`config.mk`:
```
export PLATFORM = sky130hd
export DESIGN_NAME = uart_crc_link
export DESIGN_NICKNAME = d
export VERILOG_FILES = /design/src/rtl/uart_crc_link_pkg.sv /design/src/rtl/crc16_ccitt_byte.sv /design/src/rtl/uart_crc_link.sv
export SDC_FILE = /design/constraint.sdc
export NUM_CORES = 1
export LEC_CHECK = 0
export ABC_AREA = 1
export BUFFER_PORTS_ARGS = -buffer_cell sky130_fd_sc_hd__buf_2
export CAP_MARGIN = 10
export CORE_ASPECT_RATIO = 1.5
export CORE_MARGIN = 2
export CORE_UTILIZATION = 55
export CTS_CLUSTER_DIAMETER = 40
export DETAILED_ROUTE_END_ITERATION = 8
export PLACE_DENSITY = 0.72
export SYNTH_ARGS = -nofsm -noshare
export SYNTH_HDL_FRONTEND = slang
export SYNTH_SLANG_ARGS = --single-unit
```
`constraint.sdc`:
```
create_clock -name clk -period 14.28 [get_ports clk]
set_clock_uncertainty 0.2 [all_clocks]
set_input_delay 1.428 -clock clk [delete_from_list [all_inputs] [get_ports clk]]
set_output_delay 1.428 -clock clk [all_outputs]
set_load 0.01 [all_outputs]
```
`src/rtl/uart_crc_link_pkg.sv`:
```
// Shared constants, FSM state types and the byte-wide CRC-16/CCITT update
// used by both link directions.
package uart_crc_link_pkg;

  localparam logic [15:0] CRC16_POLY = 16'h1021;
  localparam logic [15:0] CRC16_INIT = 16'hFFFF;

  typedef enum logic [2:0] {
    TX_IDLE,
    TX_START,
    TX_DATA,
    TX_PARITY,
    TX_STOP
  } tx_state_t;

  typedef enum logic [2:0] {
    RX_IDLE,
    RX_START,
    RX_DATA,
    RX_PARITY,
    RX_STOP
  } rx_state_t;

  // MSB-first, unreflected: the byte enters the top of the register.
  function automatic logic [15:0] crc16_update(input logic [15:0] crc,
                                               input logic [7:0]  data);
    logic [15:0] c;
    c = crc ^ {data, 8'h00};
    for (int i = 0; i < 8; i++) begin
      c = c[15] ? ((c << 1) ^ CRC16_POLY) : (c << 1);
    end
    return c;
  endfunction

endpackage

```
`src/rtl/crc16_ccitt_byte.sv`:
```
// Combinational one-byte step of CRC-16/CCITT (poly 0x1021).
module crc16_ccitt_byte
  import uart_crc_link_pkg::*;
(
  input  logic [15:0] crc_in,
  input  logic [7:0]  byte_in,
  output logic [15:0] crc_out
);

  assign crc_out = crc16_update(crc_in, byte_in);

endmodule

```
`src/rtl/uart_crc_link.sv`:
```
// UART link sending/receiving fixed-length frames trailed by a CRC-16/CCITT.
// Optional even parity per byte when UART_CRC_LINK_PARITY_EN is defined.
module uart_crc_link
  import uart_crc_link_pkg::*;
#(
  parameter int CLKS_PER_BIT      = 16,
  parameter int DATA_BYTES        = 4,
  parameter int IDLE_TIMEOUT_BITS = 32
) (
  input  logic       clk,
  input  logic       reset,
  input  logic [7:0] tx_data,
  input  logic       tx_valid,
  output logic       tx_ready,
  output logic       tx_out,
  output logic       tx_busy,
  input  logic       rx_in,
  output logic [7:0] rx_data,
  output logic       rx_valid,
  output logic       rx_frame_done,
  output logic       rx_crc_ok,
  output logic       rx_frame_err
);

  localparam logic [15:0] BIT_LAST     = 16'(CLKS_PER_BIT - 1);
  localparam logic [15:0] HALF_LAST    = 16'(CLKS_PER_BIT / 2 - 1);
  localparam logic [6:0]  N_PAY        = 7'(DATA_BYTES);
  localparam logic [31:0] TIMEOUT_LAST = 32'(IDLE_TIMEOUT_BITS * CLKS_PER_BIT - 1);

  tx_state_t   tx_state;
  logic [15:0] tx_cnt;
  logic [2:0]  tx_bit;
  logic [7:0]  tx_shreg;
  logic [6:0]  tx_idx;
  logic [1:0]  tx_crc_phase;
  logic [15:0] tx_crc, tx_crc_next;
`ifdef UART_CRC_LINK_PARITY_EN
  logic        tx_par;
`endif

  crc16_ccitt_byte u_tx_crc (.crc_in(tx_crc), .byte_in(tx_data), .crc_out(tx_crc_next));

  // tx_crc_phase: 0 = payload, 1 = CRC high byte on line, 2 = CRC low byte on line.
  always_ff @(posedge clk or posedge reset) begin
    if (reset) begin
      tx_state     <= TX_IDLE;
      tx_cnt       <= '0;
      tx_bit       <= '0;
      tx_shreg     <= '0;
      tx_idx       <= '0;
      tx_crc_phase <= '0;
      tx_crc       <= CRC16_INIT;
      tx_ready     <= 1'b0;
      tx_out       <= 1'b1;
      tx_busy      <= 1'b0;
`ifdef UART_CRC_LINK_PARITY_EN
      tx_par       <= 1'b0;
`endif
    end else begin
      case (tx_state)
        TX_IDLE: begin
          tx_out <= 1'b1;
          if (tx_valid && tx_ready) begin
            tx_shreg <= tx_data;
            tx_crc   <= tx_crc_next;
            tx_idx   <= tx_idx + 7'd1;
            tx_ready <= 1'b0;
            tx_busy  <= 1'b1;
            tx_out   <= 1'b0;
            tx_cnt   <= '0;
            tx_state <= TX_START;
`ifdef UART_CRC_LINK_PARITY_EN
            tx_par   <= ^tx_data;
`endif
          end else begin
            tx_ready <= (tx_idx < N_PAY);
          end
        end
        TX_START: begin
          if (tx_cnt == BIT_LAST) begin
            tx_cnt   <= '0;
            tx_bit   <= '0;
            tx_out   <= tx_shreg[0];
            tx_state <= TX_DATA;
          end else begin
            tx_cnt <= tx_cnt + 16'd1;
          end
        end
        TX_DATA: begin
          if (tx_cnt == BIT_LAST) begin
            tx_cnt <= '0;
            if (tx_bit == 3'd7) begin
`ifdef UART_CRC_LINK_PARITY_EN
              tx_out   <= tx_par;
              tx_state <= TX_PARITY;
`else
              tx_out   <= 1'b1;
              tx_state <= TX_STOP;
`endif
            end else begin
              tx_bit   <= tx_bit + 3'd1;
              tx_shreg <= tx_shreg >> 1;
              tx_out   <= tx_shreg[1];
            end
          end else begin
            tx_cnt <= tx_cnt + 16'd1;
          end
        end
`ifdef UART_CRC_LINK_PARITY_EN
        TX_PARITY: begin
          if (tx_cnt == BIT_LAST) begin
            tx_cnt   <= '0;
            tx_out   <= 1'b1;
            tx_state <= TX_STOP;
          end else begin
            tx_cnt <= tx_cnt + 16'd1;
          end
        end
`endif
        TX_STOP: begin
          if (tx_cnt == BIT_LAST) begin
            tx_cnt <= '0;
            // CRC bytes follow the last payload byte with no handshake.
            if (tx_crc_phase == 2'd0 && tx_idx == N_PAY) begin
              tx_shreg     <= tx_crc[15:8];
              tx_crc_phase <= 2'd1;
              tx_out       <= 1'b0;
              tx_state     <= TX_START;
`ifdef UART_CRC_LINK_PARITY_EN
              tx_par       <= ^tx_crc[15:8];
`endif
            end else if (tx_crc_phase == 2'd1) begin
              tx_shreg     <= tx_crc[7:0];
              tx_crc_phase <= 2'd2;
              tx_out       <= 1'b0;
              tx_state     <= TX_START;
`ifdef UART_CRC_LINK_PARITY_EN
              tx_par       <= ^tx_crc[7:0];
`endif
            end else if (tx_crc_phase == 2'd2) begin
              tx_crc       <= CRC16_INIT;
              tx_idx       <= '0;
              tx_crc_phase <= 2'd0;
              tx_busy      <= 1'b0;
              tx_ready     <= 1'b1;
              tx_state     <= TX_IDLE;
            end else begin
              tx_ready <= 1'b1;
              tx_state <= TX_IDLE;
            end
          end else begin
            tx_cnt <= tx_cnt + 16'd1;
          end
        end
        default: tx_state <= TX_IDLE;
      endcase
    end
  end

  rx_state_t   rx_state;
  logic        rx_s1, rx_s2, rx_s3;
  logic [15:0] rx_cnt;
  logic [2:0]  rx_bit;
  logic [7:0]  rx_shreg;
  logic [7:0]  rx_crc_hi;
  logic [6:0]  rx_idx;
  logic [15:0] rx_crc, rx_crc_next;
  logic [31:0] rx_idle_cnt;
`ifdef UART_CRC_LINK_PARITY_EN
  logic        rx_par_err;
`endif

  crc16_ccitt_byte u_rx_crc (.crc_in(rx_crc), .byte_in(rx_shreg), .crc_out(rx_crc_next));

  // rx_s3 is the previous synchronised level, used only for falling-edge detection.
  always_ff @(posedge clk or posedge reset) begin
    if (reset) begin
      rx_s1 <= 1'b1;
      rx_s2 <= 1'b1;
      rx_s3 <= 1'b1;
    end else begin
      rx_s1 <= rx_in;
      rx_s2 <= rx_s1;
      rx_s3 <= rx_s2;
    end
  end

  always_ff @(posedge clk or posedge reset) begin
    if (reset) begin
      rx_state      <= RX_IDLE;
      rx_cnt        <= '0;
      rx_bit        <= '0;
      rx_shreg      <= '0;
      rx_crc_hi     <= '0;
      rx_idx        <= '0;
      rx_crc        <= CRC16_INIT;
      rx_idle_cnt   <= '0;
      rx_data       <= '0;
      rx_valid      <= 1'b0;
      rx_frame_done <= 1'b0;
      rx_crc_ok     <= 1'b0;
      rx_frame_err  <= 1'b0;
`ifdef UART_CRC_LINK_PARITY_EN
      rx_par_err    <= 1'b0;
`endif
    end else begin
      rx_valid      <= 1'b0;
      rx_frame_done <= 1'b0;
      rx_frame_err  <= 1'b0;
      case (rx_state)
        RX_IDLE: begin
          if (rx_s3 && !rx_s2) begin
            rx_cnt   <= '0;
            rx_state <= RX_START;
          end
        end
        RX_START: begin
          if (rx_cnt == HALF_LAST) begin
            rx_cnt   <= '0;
            rx_bit   <= '0;
            rx_state <= rx_s2 ? RX_IDLE : RX_DATA;
          end else begin
            rx_cnt <= rx_cnt + 16'd1;
          end
        end
        RX_DATA: begin
          if (rx_cnt == BIT_LAST) begin
            rx_cnt   <= '0;
            rx_shreg <= {rx_s2, rx_shreg[7:1]};
            if (rx_bit == 3'd7) begin
`ifdef UART_CRC_LINK_PARITY_EN
              rx_state <= RX_PARITY;
`else
              rx_state <= RX_STOP;
`endif
            end else begin
              rx_bit <= rx_bit + 3'd1;
            end
          end else begin
            rx_cnt <= rx_cnt + 16'd1;
          end
        end
`ifdef UART_CRC_LINK_PARITY_EN
        RX_PARITY: begin
          if (rx_cnt == BIT_LAST) begin
            rx_cnt     <= '0;
            rx_par_err <= rx_s2 ^ (^rx_shreg);
            rx_state   <= RX_STOP;
          end else begin
            rx_cnt <= rx_cnt + 16'd1;
          end
        end
`endif
        RX_STOP: begin
          if (rx_cnt == BIT_LAST) begin
            rx_cnt   <= '0;
            rx_state <= RX_IDLE;
`ifdef UART_CRC_LINK_PARITY_EN
            if (!rx_s2 || rx_par_err) begin
`else
            if (!rx_s2) begin
`endif
              rx_frame_err <= 1'b1;
              rx_idx       <= '0;
              rx_crc       <= CRC16_INIT;
            end else if (rx_idx < N_PAY) begin
              rx_data  <= rx_shreg;
              rx_valid <= 1'b1;
              rx_crc   <= rx_crc_next;
              rx_idx   <= rx_idx + 7'd1;
            end else if (rx_idx == N_PAY) begin
              rx_crc_hi <= rx_shreg;
              rx_idx    <= rx_idx + 7'd1;
            end else begin
              rx_frame_done <= 1'b1;
              rx_crc_ok     <= ({rx_crc_hi, rx_shreg} == rx_crc);
              rx_idx        <= '0;
              rx_crc        <= CRC16_INIT;
            end
          end else begin
            rx_cnt <= rx_cnt + 16'd1;
          end
        end
        default: rx_state <= RX_IDLE;
      endcase

      // A partial frame left idle too long is thrown away.
      if (rx_state == RX_IDLE && rx_idx != 7'd0) begin
        if (rx_idle_cnt == TIMEOUT_LAST) begin
          rx_idle_cnt  <= '0;
          rx_frame_err <= 1'b1;
          rx_idx       <= '0;
          rx_crc       <= CRC16_INIT;
        end else begin
          rx_idle_cnt <= rx_idle_cnt + 32'd1;
        end
      end else begin
        rx_idle_cnt <= '0;
      end
    end
  end

endmodule
```
; Word-level counts from Yosys, hierarchy flattened
; Cells that the tools add are included.
[totals]
ff_bits = 166
[classes]
addsub = 7
n_lt_le_gt_ge = 2
eq_ne = 33
mux = 117
bitwise = 20
n_reduce_logical = 34
[op_table]
columns = op, count
row1 = two-way mux 16 bit, 17
row2 = two-way mux 13 bit, 16
row3 = two-way mux 7 bit, 12
row4 = two-way mux 32 bit, 2
row5 = one-hot mux 16 bit (2 select lines), 2
row6 = two-way mux 3 bit, 16
row7 = two-way mux 8 bit, 6
row8 = NOT 3 bit, 16
row9 = one-hot mux 16 bit (3 select lines), 1
row10 = adder 16 x 1 -> 16 bit (second input constant), 2
row11 = adder 32 x 1 -> 32 bit (second input constant), 1
row12 = == test 16 x 4 -> 1 bit (second input constant), 2
row13 = == test 32 x 9 -> 1 bit (second input constant), 1
row14 = two-way mux 1 bit, 32
row15 = XOR 16 bit, 2
row16 = != test 2 bit (second input constant), 15
row17 = AND reduction 5 bit, 5
row18 = one-hot mux 3 bit (4 select lines), 2
row19 = one-hot mux 8 bit (3 select lines), 1
row20 = == test 16 bit, 1
row21 = == test 16 x 3 -> 1 bit (second input constant), 1
row22 = AND reduction 4 bit, 4
row23 = adder 7 x 1 -> 7 bit (second input constant), 2
row24 = == test 7 x 3 -> 1 bit (second input constant), 2
row25 = 27 further kinds, 52

; Depth between registers and ports, before layout
[depth]
ltp_word = 23
depth_mapped = 12
mapped_depth_nobuf = 12

; Modules after synthesis
; Synthesis repeated with hierarchy kept, for this count alone.
[unflattened]
hier_cells = 1498
area_unflattened_um2 = 10405.0
[by_module_without_submodules]
columns = module, n_inst, cells_per_inst, area_each_um2, seq_area_each_um2
row1 = uart_crc_link, 1, 1264, 9386.5, 4199.0
row2 = crc16_ccitt_byte, 2, 117, 509.2, 0.0

; Worst setup path after synthesis
; Ideal clock, no wire load.
[synth_path]
kind = in2reg
start = input port tx_valid
end = register tx_cnt[2]
t_arrival_ns = 2.324
t_required_ns = 14.003
slack_ns = 11.679
path_stages = 7
n_path_buf = 1
cell_sequence = nand2_1 > nor3_1 > inv_1 > nand2_2 > buf_2 > nand2_1 > a21oi_1
[synth_between]
elab_chain_len = 3
[synth_rtl]
columns = item, line_no
row1 = "start, declared", uart_crc_link.sv:13  ; input logic tx_valid,
row2 = logical AND 1 bit, uart_crc_link.sv:63  ; if (tx_valid && tx_ready) begin
row3 = != test 2 bit (no line), --
row4 = AND reduction 2 bit (no line), --
row5 = "end signal, assigned", uart_crc_link.sv:86  ; tx_cnt <= tx_cnt + 16'd1;
row6 = "end signal, assigned", uart_crc_link.sv:106  ; tx_cnt <= tx_cnt + 16'd1;
row7 = "end signal, assigned", uart_crc_link.sv:152  ; tx_cnt <= tx_cnt + 16'd1;
row8 = "end, declared", uart_crc_link.sv:31  ; logic [15:0] tx_cnt;
; Every way passes these cells.
; A chain may end at the register's enable or synchronous reset.

; Worst setup path in the final report
[layout_path]
start = input port tx_valid
end = register tx_cnt[4]
; The elaborated chain is that of the path after synthesis.

==> results.toml <==
[die]
core_area_um2 = 17800
dieArea_um2 = 19100
ios = 27
die_w_um = 113
start_util_pct = 55.5
dieHeight_um = 168
num_rows = 60

[cts]
cts_tree = "done"
cts_hold_buf = 0
cts_max_level = 4
clock_sinks = 166
clock_path_buffers = 2
cts_buffers = 17
worstSkewPairLatency_ns = 0.43
cts_resized = 0
cts_root_buf = "clkbuf_16"
cts_setup_buffers = 0
cts.clk_slew.worst_paths_ns = 0.06

[placement]
io_buffers = 26
place_congestion = 0.901
post-dp-hpwl_um = 16800

[timing]
fin_crit_ns = 3.03
drv_slew = 0
setup_violations = 0
rsz0062_at_grt = "false"
worst_pin_slew_ns = 1.06
holdWs_ns = 0.157
fmax_mhz = 330
fin_crit_sh_pct = 21.2
tns_ns = 0
hold_viol_final = 0
maxSlewHeadroom_pct = 28.7

[setup_path]
crit_path_end_kind = "flop"
crit_arrival_ns = 3.18
start_kind = "input pin"
critPathKind = "in -> reg"
path_max_fanout = 23
rr_endpoint = "rx_crc[4]"
cpLargestDelayFamily = "simple AND/OR/NAND/NOR gates"
path_common_cell = "nand2_1"
slowest_stage = "inv_1"
r2r_start = "rx_idx[5]"
worstRegToRegCells = 8
ff2ff_setup_slack_ns = 11.52
worst_path_largest_cell_delay_ns = 0.59
worstPathRequired_ns = 14.43
path_cells = "buf_2 -> nand2_1 -> nor3_1 -> inv_1 -> nand2_2 -> nand2_1 -> o21ai_0 -> a21oi_1"
path_buf_inv = 2

[power]
power_density_nw_per_um2 = 156
p_leak_nw = 5.12
seq_power_share_pct = 37.1
p_int_w = 0.00105
clockPowerShare_pct = 30.1
comb_power_share_pct = 32.8
vdd_drop_max_uv = 102
switching_share_pct = 37.8
power_switching_w = 0.000641

[hold_path]
hold_path_depth = 0
holdCritPathClass = "reg -> reg"
min_to = "rx_s2"
min_from = "rx_s1"

[global_route]
grt_max_degree = 89
grt_pass1_vias = 8440
grt_util_all_layers_pct = 25.5
antenna_found_initial = 1
grt_overflow_total = 0
grt_pass1_wl_um = 39600

[run]
drv_cap = 0

[synth]
async_flop_share_pct = 100
synthMostInstantiatedCell = "nand2_1"
syn_area_um2 = 9880
synth_cells = 1363
synth_fp_nets = 1386
seq_area_frac_synth_pct = 42.5
ys_ff_latch = 166
ys.flop_type = "dfrtp_1"
synth_warnings = 0
synth-edff-count = 0
synth_top_area_share_pct = 32.9
netlist_top_cells_count = "nand2_1, inv_1, nor2_1"
post_synth_num_cell_types = 42
netlist_top_cells_area = "dfrtp_1, nand2_1, dfstp_2"
yosys.area.top_type = "dfrtp_1"
avgSynthCellArea_um2 = 7.25

[routing]
drt_iter0_drc = 719
drc = 0
wire_per_inst_um = 14.5
vias = 8824
postRouteWirelength_um = 23500
ant_nets = 0
first_pass_iters = 5
vias_per_cell = 5.45

[final_layout]
area_delta_synth_final_pct = 9.66
finalNetCount = 1410
drive_above_1_share_pct = 10.7

[run_status]
status = "finished, final reports clean"
[worst max path at each step]
stage	cells after the start	from	to	slack, ns
CTS	3	reset	tx_idx[5]	11.29
global placement	3	reset	tx_idx[1]	10.86
detailed placement	3	reset	tx_idx[1]	10.84
floorplan	1	reset	rx_bit[0]	8.22
global route	3	reset	rx_idle_cnt[27]	11.08
finish	8	tx_valid	tx_cnt[4]	11.25
[routing by layer]
layer | share of wire, % | GRT usage, % | vias to the layer above
met4 | 3.1 | 10.0 | 0
met2 | 52 | 46.0 | 233
met5 | 0 | 0 | -
met1 | 41 | 30.3 | 4131
met3 | 3.3 | 3.71 | 52
li1 | - | - | 4408
[cells by family after synthesis]
logic type	after synthesis	share of synthesized area, %
AND/OR/NAND/NOR	782	34.1
buffers and inverters	188	7.53
flip-flops	166	42.5
AO/OA/AOI/OAI	154	9.02
XOR/XNOR	62	5.50
adder cells (fa/ha/maj)	11	1.39
[through the flow]
step / cell area (um2) / power (W) / util (%) / setup slack, ns / cells
6_report: 10800 / 0.00169 / 60.9 / 11.25 / 1618
5_1_grt: 10800 / 0.00181 / 60.9 / 11.08 / 1617
4_1_cts: 10800 / 0.00170 / 60.9 / 11.29 / 1617
3_5_place_dp: 10200 / 0.00119 / 57.2 / 10.84 / 1585
3_3_place_gp: 10200 / 0.00118 / 57.2 / 10.86 / 1585
2_1_floorplan: 9880 / 0.00105 / - / 8.22 / 1363
[layout by cell type (no fill, tap or decap), types with 4 or more instances in the layout]
cell	instances
xor2_1	45
o21ai_2	16
o211ai_1	7
nor2_2	5
nor3_1	39
bufinv_16	5
nor2_4	4
ha_1	11
xnor2_1	17
nand2_2	5
dfstp_2	36
inv_2	8
dfrtp_1	130
inv_1	156
o21ai_1	8
o21ai_0	63
buf_2	26
clkbuf_16	17
nand2_1	431
a21oi_1	46
nand3_1	114
or2_2	7
nor2_1	136
o22ai_1	4
nand4_1	26
[state kept, by name, summed over array words and instances (netlist names), 2 cells and up]
register / count
rx_idx: 7
rx_cnt: 16
rx_crc: 16
rx_bit: 3
tx_crc: 16
tx_state: 3
tx_cnt: 16
rx_idle_cnt: 32
rx_state: 3
tx_shreg: 8
tx_bit: 3
rx_crc_hi: 8
tx_idx: 7
rx_data: 8
tx_crc_phase: 2
rx_shreg: 8
[layout make-up]
class	instances	area, um2
Antenna cell	1	2.50
Inverter	165	624
Sequential cell	166	4200
Tap cell	217	272
Fill cell	1667	6960
Clock inverter	12	199
Timing Repair Buffer	28	145
Clock buffer	20	457
Multi-Input combinational cell	1009	4940
[power groups by stage]
stage	registers (W)	logic [W]	clock network, W
after floorplan	0.000621	0.000431	0
after global placement	0.000634	0.000542	0
after detailed placement	0.000634	0.000553	0
after CTS	0.000628	0.000556	0.000519
after global routing	0.000639	0.000638	0.000535
final	0.000629	0.000556	0.000510
(Power assumes the default switching activity.)
